<file path="src/rtl/div_share_ctrl_if.sv">
// Requester-side and divider-core-side signals of the shared divider controller.
// The controller connects through the slave modport; requesters and core drive the master side.
interface div_share_ctrl_if #(
    parameter int N_REQ = 4,
    parameter int W     = 8
);
    logic [N_REQ-1:0]   req;
    logic [N_REQ*W-1:0] req_x;
    logic [N_REQ*W-1:0] req_y;
    logic [N_REQ-1:0]   gnt;
    logic [N_REQ-1:0]   rsp_valid;
    logic [W-1:0]       rsp_q;
    logic [W-1:0]       rsp_r;
    logic [1:0]         rsp_err;
    logic               div_start;
    logic [W-1:0]       div_x;
    logic [W-1:0]       div_y;
    logic               div_done;
    logic [W-1:0]       div_q;
    logic [W-1:0]       div_r;

    modport master (
        output req, req_x, req_y, div_done, div_q, div_r,
        input  gnt, rsp_valid, rsp_q, rsp_r, rsp_err, div_start, div_x, div_y
    );

    modport slave (
        input  req, req_x, req_y, div_done, div_q, div_r,
        output gnt, rsp_valid, rsp_q, rsp_r, rsp_err, div_start, div_x, div_y
    );
endinterface

</file>
<file path="src/rtl/div_share_ctrl.sv">
// Round-robin controller sharing one iterative divider core among N_REQ requesters,
// with local divide-by-zero handling and a watchdog on the core's done signal.
module div_share_ctrl #(
    parameter int N_REQ   = 4,
    parameter int W       = 8,
    parameter int TIMEOUT = 32
) (
    input logic             clk,
    input logic             rst_n,
    div_share_ctrl_if.slave bus
);
    localparam int IW = $clog2(N_REQ);
    localparam int CW = $clog2(TIMEOUT + 1);
    localparam logic [N_REQ-1:0] ONE_HOT0 = N_REQ'(1);

    typedef enum logic [1:0] {IDLE, START, WAIT, RESP} state_t;

    state_t        state;
    logic [IW-1:0] ptr;
    logic [IW-1:0] winner;
    logic [IW-1:0] win_idx;
    logic [IW-1:0] cand;
    logic          win_found;
    logic [CW-1:0] tcnt;
    logic [W-1:0]  res_q;
    logic [W-1:0]  res_r;
    logic [1:0]    res_err;
    logic [W-1:0]  win_x;
    logic [W-1:0]  win_y;

    // Search starts at the pointer and wraps, so the last winner becomes lowest priority.
    always_comb begin
        win_found = 1'b0;
        win_idx   = '0;
        cand      = '0;
        for (int i = 0; i < N_REQ; i++) begin
            cand = IW'((int'(ptr) + i) % N_REQ);
            if (!win_found && bus.req[cand]) begin
                win_found = 1'b1;
                win_idx   = cand;
            end
        end
    end

    assign win_x = bus.req_x[int'(win_idx)*W +: W];
    assign win_y = bus.req_y[int'(win_idx)*W +: W];

    always_ff @(posedge clk or negedge rst_n) begin
        if (!rst_n) begin
            state         <= IDLE;
            ptr           <= '0;
            winner        <= '0;
            tcnt          <= '0;
            res_q         <= '0;
            res_r         <= '0;
            res_err       <= 2'b00;
            bus.gnt       <= '0;
            bus.rsp_valid <= '0;
            bus.rsp_q     <= '0;
            bus.rsp_r     <= '0;
            bus.rsp_err   <= 2'b00;
            bus.div_start <= 1'b0;
            bus.div_x     <= '0;
            bus.div_y     <= '0;
        end else begin
            bus.gnt       <= '0;
            bus.rsp_valid <= '0;
            bus.div_start <= 1'b0;
            case (state)
                IDLE: begin
                    if (win_found) begin
                        winner    <= win_idx;
                        bus.gnt   <= ONE_HOT0 << win_idx;
                        bus.div_x <= win_x;
                        bus.div_y <= win_y;
                        // A zero divisor never reaches the core; answer it directly.
                        if (win_y == '0) begin
                            res_q   <= '1;
                            res_r   <= win_x;
                            res_err <= 2'b01;
                            state   <= RESP;
                        end else begin
                            state <= START;
                        end
                    end
                end
                START: begin
                    bus.div_start <= 1'b1;
                    tcnt          <= '0;
                    state         <= WAIT;
                end
                WAIT: begin
                    if (bus.div_done) begin
                        res_q   <= bus.div_q;
                        res_r   <= bus.div_r;
                        res_err <= 2'b00;
                        state   <= RESP;
                    end else if (tcnt == CW'(TIMEOUT - 1)) begin
                        res_q   <= '0;
                        res_r   <= '0;
                        res_err <= 2'b10;
                        state   <= RESP;
                    end else begin
                        tcnt <= tcnt + CW'(1);
                    end
                end
                RESP: begin
                    bus.rsp_valid <= ONE_HOT0 << winner;
                    bus.rsp_q     <= res_q;
                    bus.rsp_r     <= res_r;
                    bus.rsp_err   <= res_err;
                    ptr           <= (winner == IW'(N_REQ - 1)) ? '0 : winner + IW'(1);
                    state         <= IDLE;
                end
                default: state <= IDLE;
            endcase
        end
    end
endmodule
</file>
<file path="src/flat_wrapper.sv">
// flat-port wrapper written by rule: the top's interface ports become plain ports
module div_share_ctrl_flat 
#(
    parameter int N_REQ   = 4,
    parameter int W       = 8,
    parameter int TIMEOUT = 32
)
  (clk, rst_n, bus_req, bus_req_x, bus_req_y, bus_div_done, bus_div_q, bus_div_r, bus_gnt, bus_rsp_valid, bus_rsp_q, bus_rsp_r, bus_rsp_err, bus_div_start, bus_div_x, bus_div_y);
  div_share_ctrl_if #(.N_REQ(N_REQ), .W(W)) bus_i ();
  input logic clk;
  input logic rst_n;
  input wire logic [$bits(bus_i.req)-1:0] bus_req;
  input wire logic [$bits(bus_i.req_x)-1:0] bus_req_x;
  input wire logic [$bits(bus_i.req_y)-1:0] bus_req_y;
  input wire logic [$bits(bus_i.div_done)-1:0] bus_div_done;
  input wire logic [$bits(bus_i.div_q)-1:0] bus_div_q;
  input wire logic [$bits(bus_i.div_r)-1:0] bus_div_r;
  output wire logic [$bits(bus_i.gnt)-1:0] bus_gnt;
  output wire logic [$bits(bus_i.rsp_valid)-1:0] bus_rsp_valid;
  output wire logic [$bits(bus_i.rsp_q)-1:0] bus_rsp_q;
  output wire logic [$bits(bus_i.rsp_r)-1:0] bus_rsp_r;
  output wire logic [$bits(bus_i.rsp_err)-1:0] bus_rsp_err;
  output wire logic [$bits(bus_i.div_start)-1:0] bus_div_start;
  output wire logic [$bits(bus_i.div_x)-1:0] bus_div_x;
  output wire logic [$bits(bus_i.div_y)-1:0] bus_div_y;
  assign bus_i.req = bus_req;
  assign bus_i.req_x = bus_req_x;
  assign bus_i.req_y = bus_req_y;
  assign bus_i.div_done = bus_div_done;
  assign bus_i.div_q = bus_div_q;
  assign bus_i.div_r = bus_div_r;
  assign bus_gnt = bus_i.gnt;
  assign bus_rsp_valid = bus_i.rsp_valid;
  assign bus_rsp_q = bus_i.rsp_q;
  assign bus_rsp_r = bus_i.rsp_r;
  assign bus_rsp_err = bus_i.rsp_err;
  assign bus_div_start = bus_i.div_start;
  assign bus_div_x = bus_i.div_x;
  assign bus_div_y = bus_i.div_y;
  div_share_ctrl #(.N_REQ(N_REQ), .W(W), .TIMEOUT(TIMEOUT)) u_core (.clk(clk), .rst_n(rst_n), .bus(bus_i));
endmodule
</file>
<file path="config.mk">
export PLATFORM = sky130hd
export DESIGN_NAME = div_share_ctrl_flat
export DESIGN_NICKNAME = d
export VERILOG_FILES = /design/src/rtl/div_share_ctrl_if.sv /design/src/rtl/div_share_ctrl.sv /design/src/flat_wrapper.sv
export SDC_FILE = /design/constraint.sdc
export NUM_CORES = 1
export LEC_CHECK = 0
export ABC_AREA = 1
export BUFFER_PORTS_ARGS = -buffer_cell sky130_fd_sc_hd__buf_4
export CORE_UTILIZATION = 50
export DETAILED_ROUTE_END_ITERATION = 16
export HOLD_SLACK_MARGIN = 0.05
export PLACE_DENSITY = 0.83
export SETUP_SLACK_MARGIN = 0.4
export SYNTH_ARGS = -nofsm -noshare
export SYNTH_HDL_FRONTEND = slang
export SYNTH_SLANG_ARGS = --single-unit
</file>
<file path="constraint.sdc">
create_clock -name clk -period 3 [get_ports clk]
set_input_delay 0.3 -clock clk [delete_from_list [all_inputs] [get_ports clk]]
set_output_delay 0.3 -clock clk [all_outputs]
set_load 0.1 [all_outputs]
</file>
==> metrics.md <==
| Metric | Value |
|---|---|
| Die Span Y | about 91 um |
| Post-Syn Area per Cell | between 7 and 8 sq um |
| Largest net degree at the start of global routing | between 70 and 80 |
| Initial antenna violation count | 0 |
| Via count of the first global-routing pass | ~3700 |
| Vias per cell | between 5 and 6 |
| Synth top area share | between 40% and 50% |
| Slew Limit Fails | 0 |
| Layout area overhead | 48.03% |
| Crit path cell chain | buf_6 -> nand2_2 -> nand3_2 -> nand2_2 -> nor2_4 -> nand3_4 -> buf_6 -> nand3_4 -> buf_12 -> nand2_1 -> nand3_1 -> nand2_1 -> nand2_2 -> nor2_2 -> nand2_4 -> nand2_8 -> nand2_8 -> nand2_2 -> nand2_1 |
| Die area | just over 8000 sq um |
| Worst-Margin Slew | between 0.8 and 0.9 ns |
| Yosys reg bits | 73 |
| Register area share after synthesis | ~46% |
| Iteration-0 DRC Markers | about 350 |
| Core area | approximately 7700 sq um |
| FF-to-FF End | u_core.res_r[3]$_DFFE_PN0P_ |
| R2R depth | 19 |
| Fin. Hold Viols | 0 |
| ANT nets after route | 0 |
| CTS H-tree lvls | 3 |
| Port bufs | roughly 130 |
| Net Count, Synth | around 600 |
| CTS tree | yes |
| Setup_tns | 0 ns |
| Tmin final | approximately 2.6 ns |
| Setup violations, final | 0 |
| Num rows | 32 |
| Crit path launch | u_core.ptr[0]$_DFFE_PN0P_ |
| Drt drc | 0 |
| Total Nets Final | about 750 |
| Worst EP arrival | between 2 and 3 ns |
| Top area cells in the synthesized netlist | dfrtp_1, nand2_1, nand3_1 |
| Hold Crit Class | primary input to asynchronous set/reset pin |
| CP dominant cell by count | nand2_2 |
| R2r setup slk | 0.35 ns |
| Finished Layout Cells | ~760 |
| Bufs on Longest Clock Path | 2 |
| Critical path class | flip-flop to flip-flop |
| GPL Wtd Cong | approximately 0.86 |
| Startpoint Class | flip-flop |
| Initial Utilization | around half |
| RSZ-0062 raised after global routing | true |
| Estimated wirelength of the detail-placed design | roughly 7500 um |
| Max cap viols | 0 |
| Clock sink total | 73 |
| CP top delay family | simple AND/OR/NAND/NOR gates |
| Ys Warns | 0 |
| Share of cells above drive strength 1 | 43.03% |
| Reg2reg start | u_core.ptr[0]$_DFFE_PN0P_ |
| Cells after synthesis | between 400 and 500 |
| Pre-antenna DRT Iters | 7 |
| WL final | around 13000 um |
| Setup crit end kind | flip-flop |
| Root buf cell | clkbuf_8 |
| Clock Pin Slew Worst Setup and Hold Paths | 0.08 ns |
| Clock skew | around 0.011 ns |
| Skew-Pair Late Insertion Delay | around 0.35 ns |
| Slowest stage cell, crit path | dfrtp_2 |
| Buf/Inv on CP | 3 |
| Cell variety after synth | 28 |
| Placed cell count | about 710 |
| Total CTS buffers | 9 |
| Maximum fanout along the worst path | 8 |
| Routed via count | about 4300 |
| Leading cell type in the layout, fill and taps excluded | buf_4 |
| Period utilization | between 80% and 90% |
| Cell depth of the worst setup path | 19 |
| Final core utilization | approximately three quarters |
| Commonest non-fill, non-tap cells in the layout | buf_4, nand2_1, dfrtp_1 |
| GRT overflow | 0 |
| Slowest stage delay, CP | 0.45 ns |
| Maximum operating frequency | around 380 MHz |
| Max_slew headroom | between 40% and 50% |
| Status | completed |
| Synth Cell Area | approximately 4000 sq um |
| Routed wire per std cell | between 15 and 20 um |
| Antenna diode count | 0 |
| First-pass GRT wire length | around 17000 um |
| Required @ worst endpoint | ~3.2 ns |
| Largest area contributor in the netlist | dfrtp_1 |
| Horiz. Die Dim | 91.17 um |
| Global Route Usage Sum | about a quarter |
| Worst setup endpoint | u_core.res_r[3]$_DFFE_PN0P_ |
| I/O pin count | 130 |
worst min path at each step:
stage,end,start,cells past startpoint
final,u_core.bus.rsp_q[7]$_DFFE_PN0P_,rst_n,1
after global routing,u_core.bus.rsp_q[6]$_DFFE_PN0P_,rst_n,1
after CTS,u_core.bus.rsp_q[7]$_DFFE_PN0P_,rst_n,1
after detailed placement,u_core.res_q[2]$_DFFE_PN0P_,u_core.res_q[2]$_DFFE_PN0P_,2
after global placement,u_core.res_q[4]$_DFFE_PN0P_,u_core.res_q[4]$_DFFE_PN0P_,2
after floorplan,u_core.bus.div_start$_DFF_PN0_,rst_n,0
per-stage QoR:
stage	area (sq um)	hold WS (ns)	setup slack, ns
after floorplan	3975	0.004409	0.7597
after global placement	4972	0.4568	0.1064
after detailed placement	4972	0.4616	-0.02883
after CTS	5296	0.09940	0.4059
after global routing	5884	0.1376	0.2245
final	5884	0.06371	0.3529
state kept, by name, indices dropped and copies added (netlist names), 4 cells and up:
signal                cells
u_core.res_r              8
u_core.bus.rsp_q          8
u_core.bus.div_x          8
u_core.bus.div_y          8
u_core.res_q              8
u_core.bus.rsp_r          8
u_core.tcnt               6
u_core.bus.gnt            4
u_core.bus.rsp_valid      4
cell families after synthesis:
kind of cell / Yosys count / share of synthesized area [%]
and+or+nand+nor: 299 / 33.68
DFF: 73 / 45.96
buffers and inverters: 57 / 6.893
AOI/OAI and AO/OA: 43 / 5.540
muxes: 18 / 5.099
adders and majority gates: 9 / 2.833
cell type report:
type	instances	area [sq um]
well taps	102	127.6
flip-flops and latches	73	1829
repair buffers	166	1361
fillers	460	1843
clock inverters	4	73.82
clock buffers	12	155.1
multi-input cells	374	2197
inverters	31	140.1
per-layer routing:
metal  vias up  share of wire [%]  GRT usage, %
met2       261                 50         45.27
met1      2043                 38         32.31
li1       1950                  -             -
met3        61                7.1         5.946
met5         -                  0             0
met4         0                5.2         8.995
Yosys cell counts:
| cell | n |
|---|---|
| ha_1 | 9 |
| inv_6 | 1 |
| nand4_1 | 17 |
| o21ai_0 | 36 |
| nor2_4 | 1 |
| buf_1 | 3 |
| inv_1 | 25 |
| o21bai_1 | 1 |
| nand2_4 | 3 |
| nand3_4 | 2 |
| clkbuf_1 | 10 |
| nand2_1 | 185 |
| nand2_2 | 6 |
| a21oi_1 | 4 |
| o21a_1 | 1 |
| buf_6 | 6 |
| mux2_2 | 18 |
| dfrtp_1 | 73 |
| inv_2 | 3 |
| nor3b_1 | 1 |
| buf_2 | 7 |
| o21ai_1 | 1 |
| nor3_1 | 1 |
| clkinv_1 | 1 |
| nor2_1 | 14 |
| clkinv_2 | 1 |
| nand3_2 | 2 |
| nand3_1 | 67 |
timing repair:
item | CTS | global route
setup endpoints to repair | 24 | 23
hold buffers | 0 | 0
pin swaps | 5 | 36
buffers inserted | 7 | 20
gates resized for setup | 7 | 90
cloned | 2 | 6
Power is not shown: default switching activity piles up to over one toggle a cycle in this logic, so the estimate is an artifact.
